`config.mk`:
```
export PLATFORM = sky130hd
export DESIGN_NAME = mem_access_ctrl
export DESIGN_NICKNAME = d
export VERILOG_FILES = /design/src/rtl/mem_pkg.sv /design/src/rtl/mem_lane_mux.sv /design/src/rtl/mem_access_ctrl.sv
export SDC_FILE = /design/constraint.sdc
export NUM_CORES = 1
export LEC_CHECK = 0
export ABC_AREA = 1
export BUFFER_PORTS_ARGS = -buffer_cell sky130_fd_sc_hd__buf_4
export CORE_MARGIN = 2
export CORE_UTILIZATION = 30
export CTS_BUF_LIST = sky130_fd_sc_hd__clkbuf_2
export CTS_CLUSTER_DIAMETER = 80
export DETAILED_ROUTE_END_ITERATION = 10
export GPL_TIMING_DRIVEN = 0
export MAX_ROUTING_LAYER = met4
export PLACE_DENSITY_LB_ADDON = 0.3
export SETUP_SLACK_MARGIN = 0.4
export SLEW_MARGIN = 20
export SYNTH_ARGS = -nofsm -noshare
export SYNTH_HDL_FRONTEND = slang
export SYNTH_SLANG_ARGS = --single-unit
```
`constraint.sdc`:
```
create_clock -name clk -period 3.1 [get_ports clk]
set_input_delay 0.31 -clock clk [delete_from_list [all_inputs] [get_ports clk]]
set_output_delay 0.31 -clock clk [all_outputs]
set_load 0.05 [all_outputs]
```
`src/rtl/mem_pkg.sv`:
```
// Shared types and helpers for the load/store memory sequencer.
package mem_pkg;

  // Number of byte lanes on the data memory port; lane 0 is the MSB byte.
  localparam int LANES  = 4;
  localparam int WORD_W = 32;
  // Wide enough for MEM_LAT-1 with MEM_LAT up to 15.
  localparam int CNT_W  = 4;

  typedef enum logic [1:0] {
    SZ_BYTE = 2'd0,
    SZ_HALF = 2'd1,
    SZ_WORD = 2'd2
  } size_e;

  typedef enum logic [1:0] {
    IDLE    = 2'd0,
    RD_WAIT = 2'd1,
    WR      = 2'd2,
    RESP    = 2'd3
  } state_e;

  // Halfwords need addr[0]=0, words need addr[1:0]=0, size 3 is never legal.
  function automatic logic is_misaligned(input logic [1:0] size,
                                         input logic [1:0] addr_lo);
    logic bad;
    case (size)
      SZ_BYTE: bad = 1'b0;
      SZ_HALF: bad = addr_lo[0];
      SZ_WORD: bad = |addr_lo;
      default: bad = 1'b1;
    endcase
    return bad;
  endfunction

endpackage

```
`src/rtl/mem_lane_mux.sv`:
```
// Big-endian lane steering: merges store data into a read word and
// extracts/extends load data out of it. Purely combinational.
module mem_lane_mux
  import mem_pkg::*;
(
  input  logic [7:0]        lanes_in  [0:LANES-1],
  input  logic [1:0]        addr_lo,
  input  logic [1:0]        size,
  input  logic              is_signed,
  input  logic [WORD_W-1:0] wdata,
  output logic [7:0]        lanes_out [0:LANES-1],
  output logic [WORD_W-1:0] rdata
);

  logic [1:0]        hi_idx;
  logic [1:0]        lo_idx;
  logic [WORD_W-1:0] ext;

  // Lane merge for stores and lane extract plus extension for loads.
  always_comb begin
    hi_idx    = {addr_lo[1], 1'b0};
    lo_idx    = {addr_lo[1], 1'b1};
    lanes_out = lanes_in;
    ext       = '0;
    case (size)
      SZ_BYTE: begin
        lanes_out[addr_lo] = wdata[7:0];
        ext = {{24{is_signed & lanes_in[addr_lo][7]}}, lanes_in[addr_lo]};
      end
      SZ_HALF: begin
        lanes_out[hi_idx] = wdata[15:8];
        lanes_out[lo_idx] = wdata[7:0];
        ext = {{16{is_signed & lanes_in[hi_idx][7]}},
               lanes_in[hi_idx], lanes_in[lo_idx]};
      end
      default: begin
        // Word (illegal size never reaches memory, so its result is unused).
        for (int i = 0; i < LANES; i++) begin
          lanes_out[i] = wdata[8*(LANES-1-i) +: 8];
        end
        ext = {lanes_in[0], lanes_in[1], lanes_in[2], lanes_in[3]};
      end
    endcase
  end

  assign rdata = ext;

endmodule

```
`src/rtl/mem_access_ctrl.sv`:
```
// Multi-cycle sequencer between the core load/store path and a 4-lane
// word-wide data memory. Sub-word stores are done as read-modify-write.
module mem_access_ctrl
  import mem_pkg::*;
#(
  parameter int XLEN    = 32,
  parameter int MEM_LAT = 1
) (
  input  logic            clk,
  input  logic            rst_b,
  input  logic            req_valid,
  output logic            req_ready,
  input  logic            req_write,
  input  logic [1:0]      req_size,
  input  logic            req_signed,
  input  logic [XLEN-1:0] req_addr,
  input  logic [XLEN-1:0] req_wdata,
  output logic            rsp_valid,
  output logic [XLEN-1:0] rsp_rdata,
  output logic            rsp_err,
  output logic [XLEN-1:0] mem_addr,
  output logic [7:0]      mem_data_in  [0:LANES-1],
  input  logic [7:0]      mem_data_out [0:LANES-1],
  output logic            mem_write_en
);

  state_e            state;
  state_e            state_nx;
  logic [CNT_W-1:0]  cnt;

  // Request fields captured at the accept edge.
  logic [1:0]        addr_lo_q;
  logic [1:0]        size_q;
  logic              sign_q;
  logic              write_q;
  logic [XLEN-1:0]   wdata_q;

  logic              accept;
  logic              acc_err;
  logic              acc_word_st;
  logic              in_idle;

  logic [1:0]        mux_addr_lo;
  logic [1:0]        mux_size;
  logic              mux_sign;
  logic [WORD_W-1:0] mux_wdata;
  logic [7:0]        mux_lanes [0:LANES-1];
  logic [WORD_W-1:0] mux_rdata;

  assign in_idle     = (state == IDLE);
  assign accept      = req_valid && in_idle;
  assign acc_err     = is_misaligned(req_size, req_addr[1:0]);
  assign acc_word_st = req_write && (req_size == SZ_WORD);

  // In IDLE the lane mux sees the live request (word stores build their
  // write data at the accept edge); afterwards it sees the latched request.
  assign mux_addr_lo = in_idle ? req_addr[1:0]          : addr_lo_q;
  assign mux_size    = in_idle ? req_size               : size_q;
  assign mux_sign    = in_idle ? req_signed             : sign_q;
  assign mux_wdata   = in_idle ? req_wdata[WORD_W-1:0]  : wdata_q[WORD_W-1:0];

  mem_lane_mux u_lane_mux (
    .lanes_in  (mem_data_out),
    .addr_lo   (mux_addr_lo),
    .size      (mux_size),
    .is_signed (mux_sign),
    .wdata     (mux_wdata),
    .lanes_out (mux_lanes),
    .rdata     (mux_rdata)
  );

  // State register.
  always_ff @(posedge clk) begin
    if (rst_b) begin
      state <= IDLE;
    end else begin
      state <= state_nx;
    end
  end

  // Next-state decode and per-state handshake/strobe outputs.
  always_comb begin
    state_nx     = state;
    req_ready    = 1'b0;
    rsp_valid    = 1'b0;
    mem_write_en = 1'b0;
    case (state)
      IDLE: begin
        req_ready = 1'b1;
        if (req_valid) begin
          if (acc_err) begin
            state_nx = RESP;
          end else if (acc_word_st) begin
            state_nx = WR;
          end else begin
            state_nx = RD_WAIT;
          end
        end
      end
      RD_WAIT: begin
        if (cnt == '0) begin
          state_nx = write_q ? WR : RESP;
        end
      end
      WR: begin
        mem_write_en = 1'b1;
        state_nx     = RESP;
      end
      RESP: begin
        rsp_valid = 1'b1;
        state_nx  = IDLE;
      end
      default: state_nx = IDLE;
    endcase
  end

  // Request capture; only meaningful after an accept, so left unreset.
  always_ff @(posedge clk) begin
    if (accept) begin
      addr_lo_q <= req_addr[1:0];
      size_q    <= req_size;
      sign_q    <= req_signed;
      write_q   <= req_write;
      wdata_q   <= req_wdata;
    end
  end

  // Latency counter, memory address/write lanes and response registers.
  always_ff @(posedge clk) begin
    if (rst_b) begin
      cnt       <= '0;
      mem_addr  <= '0;
      rsp_rdata <= '0;
      rsp_err   <= 1'b0;
      for (int i = 0; i < LANES; i++) begin
        mem_data_in[i] <= '0;
      end
    end else begin
      case (state)
        IDLE: begin
          if (req_valid) begin
            if (acc_err) begin
              // Rejected requests leave the memory port untouched.
              rsp_err   <= 1'b1;
              rsp_rdata <= '0;
            end else begin
              mem_addr <= {req_addr[XLEN-1:2], 2'b00};
              cnt      <= CNT_W'(MEM_LAT - 1);
              if (acc_word_st) begin
                mem_data_in <= mux_lanes;
              end
            end
          end
        end
        RD_WAIT: begin
          if (cnt == '0) begin
            if (write_q) begin
              mem_data_in <= mux_lanes;
            end else begin
              rsp_rdata <= XLEN'(mux_rdata);
              rsp_err   <= 1'b0;
            end
          end else begin
            cnt <= cnt - 1'b1;
          end
        end
        WR: begin
          rsp_rdata <= '0;
          rsp_err   <= 1'b0;
        end
        default: ;
      endcase
    end
  end

endmodule

```
==> results.yml <==
place:
  place_hpwl_um: 20760
  place_inst: 1556
  place_congestion: 0.9653
  port-buffer-count: 199
yosys:
  synth_common_cells: "219 x nand2_1, 134 x nor2_1, 115 x o21ai_0"
  ys_ff_latch: 139
  yosysWarnings: 0
  synth_cell_type_count: 44
  synth_top_area_share: 0.2717
  synth-edff-count: 38
  synth_area_um2: 7441
  synth_cells: 1032
  synth_most_common_cell: "nand2_1"
  ys_seq_area_frac: 0.4251
  synth.avg_cell_area_um2: 7.210
  synth_ff_type: "dfxtp_1"
  async_flop_share: 0
  synth.area.top_cells: "dfxtp_1 27%, edfxtp_1 15%, nand2_1 11%"
  synth_largest_area_cell: "dfxtp_1"
clock_tree:
  cts_max_path_buffers: 2
  clock_sinks: 139
  clock-root-buffer: "clkbuf_2"
  insertion_delay_ns: 0.75
  path_clk_slew_ns: 0.26
  htree_levels: 4
  cts_tree: "built"
  cts_buffers: 17
final_layout:
  final_core_util: 0.4388
  multi_input_area_um2: 3551
  finalNonFillerCells: 1694
  drive_above_1_share: 0.2374
  seq_area_um2: 3163
  nFillCells: 2529
  nets: 1465
  area_delta_synth_final_pct: 43.42
timing:
  tightest_slew_ns: 0.9008
  finalHoldViolCount: 0
  hold_slack_ns: 0.2627
  report.final.slew_viol_count: 0
  finalCritPeriodShare: 0.8064
  max_freq_ghz: 0.4000
  fin_crit_ns: 2.500
  rsz0062_at_grt: "no"
  setup_tns_ns: 0
  max-slew-margin-rel: 0.3995
  finalClockSkew_ns: 0.03934
  setup_viol: 0
routing:
  top_layer_used: "met4"
  wl_met2_um: 12510
  wl_met1_um: 12670
  drt-total-wl_um: 27910
  vias: 8096
  routedWlPerCell_um: 16.47
  viasPerCell: 4.779
  antenna_left: 0
  route.detailed.drc: 0
  drtPass1Iterations: 6
  drt_iter0_markers: 743
  routed-wl-met3_um: 2024
critical_path:
  critPathMaxFanout: 10
  required_ns: 3.76
  critical_path.slowest_cell: "dfxtp_1"
  path_class: "flip-flop to flip-flop"
  max_stage_delay_ns: 0.46
  cp.arrival_ns: 3.16
  path_cells: "inv_1 -> ha_1 -> buf_6 -> buf_6 -> buf_2 -> nand2_1 -> a21boi_1 -> inv_1 -> o21ai_1 -> nand3_1 -> nor2_1 -> nor2_1"
  r2r_cells: 12
  start_kind: "flip-flop"
  end_kind: "flip-flop"
floorplanning:
  core_um2: 24320
  ios: 203
  die_w_um: 161.5
  rows: 57
  die_area_um2: 26080
  fp.dieH_um: 161.5
  initial_core_util: 0.3060
global_routing:
  grtUsageTotal: 0.2189
  grt_first_pass_wirelength_um: 43040
  grt_max_degree: 20
  grt-ovfl-total: 0
  antenna_found_initial: 2
  grt_pass1_vias: 7928
power:
  power.density_nw_per_um2: 995.4
  ir_worst_vdd_mv: 0.4819
  power.static_leakage_uw: 0.004832
job:
  drv_cap: 0
min_path:
  hold_path_class: "input pin to flip-flop"
  worstHoldPathCells: 2
outcome:
  status: "complete, no violations"
## through the flow
step | area, um^2 | worst slack, ns | total power, uW
floorplan | 7448 | 0.6039 | 7253
global placement | 9348 | 0.3489 | 9254
detailed placement | 9348 | 0.3224 | 9276
CTS | 10630 | 0.5255 | 10590
global route | 10670 | 0.4661 | 11370
finish | 10670 | 0.6001 | 10620
## cell type report
cell class,instances,area share
diodes,1,0.0002345
plain buffers,61,0.03119
clock buffers,17,0.007973
clock inverters,15,0.01571
inverters,105,0.03764
multi-input cells,728,0.3327
flip-flops and latches,139,0.2964
well taps,324,0.03799
repair buffers,303,0.2394
repair inverters,1,0.0007035
## cell families after synthesis
family,Yosys count,synth area share
AO/OA/AOI/OAI,288,0.2134
XOR/XNOR,1,0.001177
adder cells (fa/ha/maj),6,0.01009
buffers and inverters,166,0.09820
flip-flops,139,0.4251
multiplexers,1,0.001345
other,1,0.0005040
AND/OR/NAND/NOR,430,0.2502
## power by group
group | internal [uW] | total, uW | switching (uW)
Combinational | 2050 | 6800 | 4760
Clock | 339 | 1180 | 843
Sequential | 2400 | 2640 | 238
## critical path, delay by kind of cell, from the launching register on
kind / cells / cell delay [ns]
flops: 1 / 0.46
buf+inv: 5 / 0.79
simple gates: 4 / 0.47
fa+ha+maj: 1 / 0.21
compound gates: 2 / 0.48
## path summary, 6_finish.rpt
| check | startpoint | to | slack (ns) |
|---|---|---|---|
| setup / recovery | state[1] | mem_data_in[29] | 0.60 |
| hold / removal | req_wdata[11] | wdata_q[11] | 0.26 |
| setup reg to reg | state[1] | mem_data_in[29] | 0.60 |
| hold reg to reg | mem_addr[28] | mem_addr[28] | 0.46 |
## registers in the layout (all words and copies together), names as in the netlist
| name | cells |
|---|---|
| mem_data_in | 32 |
| rsp_rdata | 32 |
| wdata_q | 32 |
| mem_addr | 30 |
| cnt | 4 |
| addr_lo_q | 2 |
| size_q | 2 |
| state | 2 |
| rsp_err | 1 |
| sign_q | 1 |
| write_q | 1 |
## layer usage
layer	vias to the layer above	GRT usage
li1	4027	-
met1	3701	0.2833
met2	315	0.3409
met3	53	0.05059
met4	0	0.06615
met5	-	-
## layout by cell type, fill, tap and decap left out, types with 3 or more instances in the layout
| master | instances |
|---|---|
| nand3_1 | 30 |
| inv_1 | 96 |
| clkbuf_1 | 24 |
| a21boi_0 | 6 |
| buf_4 | 204 |
| a21oi_1 | 101 |
| clkinvlp_4 | 4 |
| buf_12 | 3 |
| dlygate4sd3_1 | 102 |
| or2_2 | 4 |
| o21ai_0 | 114 |
| a22oi_1 | 14 |
| o21ai_1 | 22 |
| o211ai_1 | 14 |
| inv_8 | 5 |
| buf_2 | 23 |
| a21oi_2 | 10 |
| nand2_2 | 18 |
| buf_6 | 5 |
| dfxtp_1 | 101 |
| nand2_1 | 219 |
| inv_6 | 5 |
| ha_1 | 6 |
| nor2_1 | 134 |
| edfxtp_1 | 38 |
| inv_2 | 6 |
| nand2_4 | 7 |
| clkbuf_2 | 19 |
| nand3b_1 | 7 |
## repair_timing
item	CTS	global route
buffers inserted	0	2
gates cloned	1	0
setup endpoints to repair	39	6
hold buffers	102	0
gates resized for setup	2	0
endpoints found under the hold margin	132	0
Power figures use the tool's default switching activity.
